<file path="src/rtl/clb_cfg_pkg.sv">
// Shared types and helpers for the serially loaded LUT configuration chain.
// Default geometry constants mirror the block's default parameters.
package clb_cfg_pkg;

  typedef enum logic [1:0] {
    IDLE   = 2'd0,
    SHIFT  = 2'd1,
    CHECK  = 2'd2,
    COMMIT = 2'd3
  } cfg_state_e;

  // Ceiling log2, usable in constant expressions
  function automatic int unsigned clog2(input int unsigned n);
    int unsigned r;
    r = 0;
    for (int unsigned i = 0; i < 32; i++) begin
      if ((64'd1 << i) < 64'(n)) r = i + 1;
    end
    return r;
  endfunction

  localparam int unsigned DEF_ADDR_BITS   = 4;
  localparam int unsigned DEF_NUM_OUT     = 2;
  localparam int unsigned DEF_CHAIN_WIDTH = 1;

  localparam int unsigned DEPTH    = 32'd1 << DEF_ADDR_BITS;
  localparam int unsigned MEM_SIZE = DEF_NUM_OUT * DEPTH;
  localparam int unsigned NBEATS   = MEM_SIZE / DEF_CHAIN_WIDTH;

endpackage

</file>
<file path="src/rtl/cfg_shift_reg.sv">
// Shadow shift register: shifts STEP bits in at the LSB end per enabled cycle
// and registers the STEP bits leaving the MSB end as the chain tail.
module cfg_shift_reg #(
  parameter int unsigned WIDTH = 32,
  parameter int unsigned STEP  = 1
) (
  input  logic             clk,
  input  logic             rst_n,
  input  logic             en,
  input  logic [STEP-1:0]  din,
  output logic [WIDTH-1:0] data,
  output logic [STEP-1:0]  tail
);

  logic [WIDTH-1:0] nxt;

  generate
    if (WIDTH > STEP) begin : g_shift
      assign nxt = {data[WIDTH-STEP-1:0], din};
    end else begin : g_single
      assign nxt = WIDTH'(din);
    end
  endgenerate

  always_ff @(posedge clk) begin
    if (!rst_n) begin
      data <= '0;
      tail <= '0;
    end else if (en) begin
      tail <= data[WIDTH-1 -: STEP];
      data <= nxt;
    end
  end

endmodule

</file>
<file path="src/rtl/block_config_chain.sv">
// Double-buffered serial configuration memory for a multi-output LUT slice.
// Optional parity check on each load is enabled with CONFIG_PARITY_EN.
module block_config_chain
  import clb_cfg_pkg::*;
#(
  parameter int unsigned ADDR_BITS   = 4,
  parameter int unsigned NUM_OUT     = 2,
  parameter int unsigned CHAIN_WIDTH = 1
) (
  input  logic                   clk,
  input  logic                   rst_n,
  input  logic [ADDR_BITS-1:0]   addr,
  output logic [NUM_OUT-1:0]     out,
  input  logic                   cfg_valid,
  output logic                   cfg_ready,
  input  logic [CHAIN_WIDTH-1:0] cfg_data,
  output logic [CHAIN_WIDTH-1:0] cfg_out,
  output logic                   cfg_done,
  output logic                   cfg_err
);

  localparam int unsigned N_DEPTH = 32'd1 << ADDR_BITS;
  localparam int unsigned N_MEM   = NUM_OUT * N_DEPTH;
  localparam int unsigned N_BEATS = N_MEM / CHAIN_WIDTH;
  localparam int unsigned CNT_W   = clog2(N_BEATS + 1);

  localparam logic [1:0] ST_IDLE   = IDLE;
  localparam logic [1:0] ST_SHIFT  = SHIFT;
  localparam logic [1:0] ST_COMMIT = COMMIT;
`ifdef CONFIG_PARITY_EN
  localparam logic [1:0] ST_CHECK  = CHECK;
  localparam logic [1:0] ST_LAST   = ST_CHECK;
`else
  localparam logic [1:0] ST_LAST   = ST_COMMIT;
`endif

  logic [1:0]       state_q, state_d;
  logic [CNT_W-1:0] cnt_q, cnt_d;
  logic             ready_q, ready_d;
  logic             done_q, done_d;
  logic             accept_c;
  logic             shift_en_c;
  logic [N_MEM-1:0] shadow;
  logic [N_MEM-1:0] active;
`ifdef CONFIG_PARITY_EN
  logic             err_q, err_d;
  logic             par_q, par_d;
`endif

  assign accept_c = cfg_valid & ready_q;

  // The parity beat is consumed without disturbing the shadow
`ifdef CONFIG_PARITY_EN
  assign shift_en_c = accept_c && (state_q != ST_CHECK);
`else
  assign shift_en_c = accept_c;
`endif

  cfg_shift_reg #(
    .WIDTH (N_MEM),
    .STEP  (CHAIN_WIDTH)
  ) u_shadow (
    .clk   (clk),
    .rst_n (rst_n),
    .en    (shift_en_c),
    .din   (cfg_data),
    .data  (shadow),
    .tail  (cfg_out)
  );

  // Next-state, beat counter and status logic
  always_comb begin
    state_d = state_q;
    cnt_d   = cnt_q;
    done_d  = 1'b0;
`ifdef CONFIG_PARITY_EN
    err_d   = err_q;
    par_d   = par_q;
`endif
    case (state_q)
      ST_IDLE: begin
        if (accept_c) begin
          cnt_d   = CNT_W'(1);
          state_d = (N_BEATS == 1) ? ST_LAST : ST_SHIFT;
`ifdef CONFIG_PARITY_EN
          err_d   = 1'b0;
          par_d   = ^cfg_data;
`endif
        end
      end
      ST_SHIFT: begin
        if (accept_c) begin
          cnt_d = cnt_q + CNT_W'(1);
`ifdef CONFIG_PARITY_EN
          par_d = par_q ^ (^cfg_data);
`endif
          if (cnt_q == CNT_W'(N_BEATS - 1)) state_d = ST_LAST;
        end
      end
`ifdef CONFIG_PARITY_EN
      ST_CHECK: begin
        if (accept_c) begin
          if (cfg_data[0] == par_q) begin
            state_d = ST_COMMIT;
          end else begin
            err_d   = 1'b1;
            cnt_d   = '0;
            state_d = ST_IDLE;
          end
        end
      end
`endif
      ST_COMMIT: begin
        done_d  = 1'b1;
        cnt_d   = '0;
        state_d = ST_IDLE;
      end
      default: begin
        cnt_d   = '0;
        state_d = ST_IDLE;
      end
    endcase
    ready_d = (state_d != ST_COMMIT);
  end

  always_ff @(posedge clk) begin
    if (!rst_n) begin
      state_q <= ST_IDLE;
      cnt_q   <= '0;
      ready_q <= 1'b1;
      done_q  <= 1'b0;
      active  <= '0;
`ifdef CONFIG_PARITY_EN
      err_q   <= 1'b0;
      par_q   <= 1'b0;
`endif
    end else begin
      state_q <= state_d;
      cnt_q   <= cnt_d;
      ready_q <= ready_d;
      done_q  <= done_d;
      if (state_q == ST_COMMIT) active <= shadow;
`ifdef CONFIG_PARITY_EN
      err_q   <= err_d;
      par_q   <= par_d;
`endif
    end
  end

  assign cfg_ready = ready_q;
  assign cfg_done  = done_q;
`ifdef CONFIG_PARITY_EN
  assign cfg_err   = err_q;
`else
  assign cfg_err   = 1'b0;
`endif

  // Each channel owns a DEPTH-bit slice of the active memory
  generate
    for (genvar k = 0; k < NUM_OUT; k++) begin : g_chan
      logic [N_DEPTH-1:0] chan;
      assign chan   = active[k*N_DEPTH +: N_DEPTH];
      assign out[k] = chan[addr];
    end
  endgenerate

endmodule
</file>
<file path="config.mk">
export PLATFORM = sky130hd
export DESIGN_NAME = block_config_chain
export DESIGN_NICKNAME = d
export VERILOG_FILES = /design/src/rtl/clb_cfg_pkg.sv /design/src/rtl/cfg_shift_reg.sv /design/src/rtl/block_config_chain.sv
export SDC_FILE = /design/constraint.sdc
export NUM_CORES = 1
export LEC_CHECK = 0
export ABC_AREA = 1
export CAP_MARGIN = 20
export CORE_MARGIN = 4
export CORE_UTILIZATION = 40
export DETAILED_ROUTE_END_ITERATION = 10
export SYNTH_ARGS = -nofsm -noshare
export SYNTH_HDL_FRONTEND = slang
export SYNTH_SLANG_ARGS = --single-unit
</file>
<file path="constraint.sdc">
create_clock -name clk -period 1.4 [get_ports clk]
set_clock_uncertainty 0.05 [all_clocks]
set_input_delay 0.14 -clock clk [delete_from_list [all_inputs] [get_ports clk]]
set_output_delay 0.14 -clock clk [all_outputs]
set_load 0.01 [all_outputs]
</file>
==> flow_summary.toml <==
[synthesis]
yosysWarningCount = 0
synth_cells = 409
ys_seq_elements = 75
fraction_of_registers_with_async_set_reset = 0
synth_simple_gate_area_share = 0.216
yosys_most_used_dff = "sky130_fd_sc_hd__dfxtp_1"
syn_avg_cell_area_um2 = 7.58
xor_xnor_share_of_the_synthesized_area = 0
post_synth_instance_area_mm2 = 0.00310
yosysSeqAreaShare = 0.484
synth_compound_gate_area_share = 0.182
muxShareOfSynthArea = 0
dominant_combinational_cell_family_by_area_after_synthesis = "simple AND/OR/NAND/NOR gates"
synth-adder-area-share = 0.00404
synth.distinct_cells = 26
syn_nets = 418
synth-edff-count = 0

[pwr]
power.static_leakage_nw = 1.55
peakVddDrop_uv = 536
powerDensity_mw_per_mm2 = 1220

[setup_path]
required_time_of_the_worst_setup_path_ns = 1.21
crit_slowest_cell = "sky130_fd_sc_hd__dfxtp_1"
terminus_of_the_critical_flop_to_flop_path = "cfg_ready$_SDFF_PN1_"
critical-path-max-stage-delay_ns = 0.36
crit_buf_inv = 1
critical_path.endpoint_type = "primary output"
worstPathArrival_ns = 1.20
worst_r2r_path_depth = 4
worstSetupStartpointType = "register"
r2r_setup_slack_ns = 0.21
criticalPathCategory = "register to primary output"
ordered_cell_list_for_the_critical_path = "nand2_1, o21ai_1, nand2_1, nand3_1, nand3_1, nand2_1, buf_2"
critical_path.top_delay_family = "flip-flops"
crit-reg2reg-launch = "cnt_q[0]$_SDFFE_PN0P_"
worst-path-stages = 7
path_common_cell = "sky130_fd_sc_hd__nand2_1"
timing.critical_path.fanout_max = 2
worstSetupEndpoint = "out[0]"
crit_path_start = "active[3]$_SDFFE_PN0P_"

[finish]
net_count_final = 443
synthToLayoutAreaGrowth_pct = 20.0
finish.utilization = 0.502
fillCellCount = 723
mostFrequentLayoutCells = "78 x sky130_fd_sc_hd__nor2_1, 69 x sky130_fd_sc_hd__dfxtp_1, 39 x sky130_fd_sc_hd__nand2_1, 35 x sky130_fd_sc_hd__o21ai_0, 34 x sky130_fd_sc_hd__o21ai_1"
instances_no_fill = 538
antenna_cells = 0
layout-drive-gt1-share = 0.205
final_common_cell = "sky130_fd_sc_hd__nor2_1"

[sta]
slew_viol_final = 0
fin_hold_ws_ns = 0.0464
layout_min_cycle_time_ns = 1.39
timing.final.hold_violations = 0
count_of_endpoints_failing_setup_in_the_final_report = 0
achievable_freq_ghz = 0.721
fin_crit_sh = 0.991
grt_setup_unrepaired = "yes"

[route]
drt_drc_violations_left = 0
ant_nets = 0
wirelength_met1_mm = 3.12
met2RoutedLength_mm = 2.67
route.final.wire_length_mm = 6.06
post_drt_via_cell_ratio = 4.66
drt-wirelength-per-cell_um = 11.3
drtIter0Drc = 134
met3RoutedLength_um = 183
top_layer = "met4"
drt-pass1-iter-count = 4
number_of_vias_in_the_routed_layout = 2507

[global_route]
grt_max_degree = 66
track_usage = 0.146
grt_first_pass_wirelength_mm = 10.5
first_global_vias = 2270
globalRouteOverflowTotal = 0
grt_antenna_before_repair = 0

[clock_network]
clk_pin_slew_worst_paths_ns = 0.08
cts-root-to-sink-buffers = 2
clk_latency_ns = 0.34
clock-root-buffer = "sky130_fd_sc_hd__clkbuf_8"
tritoncts.num_buffers = 9
ctsHoldBuffers = 0
clock_sink_count = 75
clock_tree_from_tritoncts = "yes"
cts_htree_levels = 3

[place]
post_place_cells = 521
place_congestion = 0.795
portBuffers = 12
dp_hpwl_mm = 4.03

[floorplan]
io_pins = 14
die_height_um = 96.0
initial_util = 0.419
fp.dieW_um = 96.0
floorplan.rows = 31
floorplan_die_area_mm2 = 0.00922
floorplan.core_area_mm2 = 0.00741

[status]
outcome = "finished, final reports clean"

[run]
drv_cap = 0

[worst_hold_path]
holdCritPathClass = "primary input to register"
## cells in the mapped netlist, types with 5 or more instances
master | instances | share of area
sky130_fd_sc_hd__o21ai_0 | 39 | 0.063
sky130_fd_sc_hd__buf_2 | 9 | 0.015
sky130_fd_sc_hd__clkbuf_1 | 5 | 0.0061
sky130_fd_sc_hd__nor2_1 | 78 | 0.094
sky130_fd_sc_hd__o21ai_1 | 31 | 0.050
sky130_fd_sc_hd__dfxtp_1 | 75 | 0.48
sky130_fd_sc_hd__nand3_1 | 27 | 0.044
sky130_fd_sc_hd__buf_6 | 9 | 0.033
sky130_fd_sc_hd__a21oi_1 | 31 | 0.050
sky130_fd_sc_hd__nand2_1 | 41 | 0.050
sky130_fd_sc_hd__inv_1 | 38 | 0.046
sky130_fd_sc_hd__inv_2 | 7 | 0.0085
## layer usage
layer / GRT usage / up-vias
met2: 0.220 / 20
met5: 0 / -
met1: 0.199 / 1112
li1: - / 1370
met3: 0.0438 / 5
met4: 0.0498 / 0
## registers in the layout, summed over array words and instances, names as in the netlist
| name | flops |
|---|---|
| u_shadow.data | 32 |
| u_shadow.tail | 1 |
| state_q | 2 |
| cfg_ready | 1 |
| cfg_done | 1 |
| cnt_q | 6 |
| active | 32 |
## power breakdown
group          switching [mW]  total [mW]  internal (mW)  leakage, nW
clock network           0.789        1.98           1.19        0.121
registers              0.0473        2.24           2.20        0.615
logic                   0.195       0.333          0.138        0.817
total                    1.03        4.56           3.53         1.55
## worst register-to-register path: cells and delay by family (launching register included)
kind | cells | cell delay [ns]
adder cells (fa/ha/maj) | 1 | 0.23
buffers and inverters | 1 | 0.04
flip-flops | 1 | 0.44
AND/OR/NAND/NOR | 2 | 0.34
## cells by family after synthesis
logic type               after synthesis
buffers and inverters                 70
AO/OA/AOI/OAI                        107
AND/OR/NAND/NOR                      155
adder cells (fa/ha/maj)                1
flip-flops                            75
other                                  1
## timing repair
action / CTS / global route
endpoints found under the hold margin: 0 / 0
pin swaps: 0 / 2
setup buffers: 0 / 1
endpoints found under the setup margin: 4 / 3
cloned: 0 / 0
gates resized for setup: 15 / 30
## worst min-delay path by stage
stage,startpoint,end,slack [ns],depth (start not counted)
after detailed placement,rst_n,cnt_q[1]$_SDFFE_PN0P_,0.40,3
final,rst_n,cnt_q[1]$_SDFFE_PN0P_,0.05,3
after global routing,rst_n,cnt_q[1]$_SDFFE_PN0P_,0.04,3
after CTS,rst_n,cnt_q[1]$_SDFFE_PN0P_,0.03,3
after global placement,active[14]$_SDFFE_PN0P_,active[14]$_SDFFE_PN0P_,0.40,2
after floorplan,rst_n,cnt_q[1]$_SDFFE_PN0P_,0.21,2
## area by class of cell
cell class / instances / area, um2 / area share
repair buffers: 39 / 394 / 0.106
multi-input cells: 264 / 1280 / 0.345
flip-flops and latches: 75 / 1510 / 0.406
well taps: 99 / 124 / 0.0333
inverters: 45 / 169 / 0.0454
clock inverters: 6 / 113 / 0.0303
clock buffers: 10 / 128 / 0.0343
## through the flow
| stage | setup TNS [ns] | total power [mW] | area [um2] | setup WS [ns] |
|---|---|---|---|---|
| floorplan | 0 | 2.52 | 3100 | 0.311 |
| global placement | -1.08 | 2.62 | 3430 | -0.549 |
| detailed placement | -1.13 | 2.62 | 3430 | -0.575 |
| CTS | -0.0434 | 4.61 | 3660 | -0.0306 |
| global route | -0.147 | 4.77 | 3720 | -0.0737 |
| finish | 0 | 4.56 | 3720 | 0.0131 |
(Power assumes the default switching activity.)
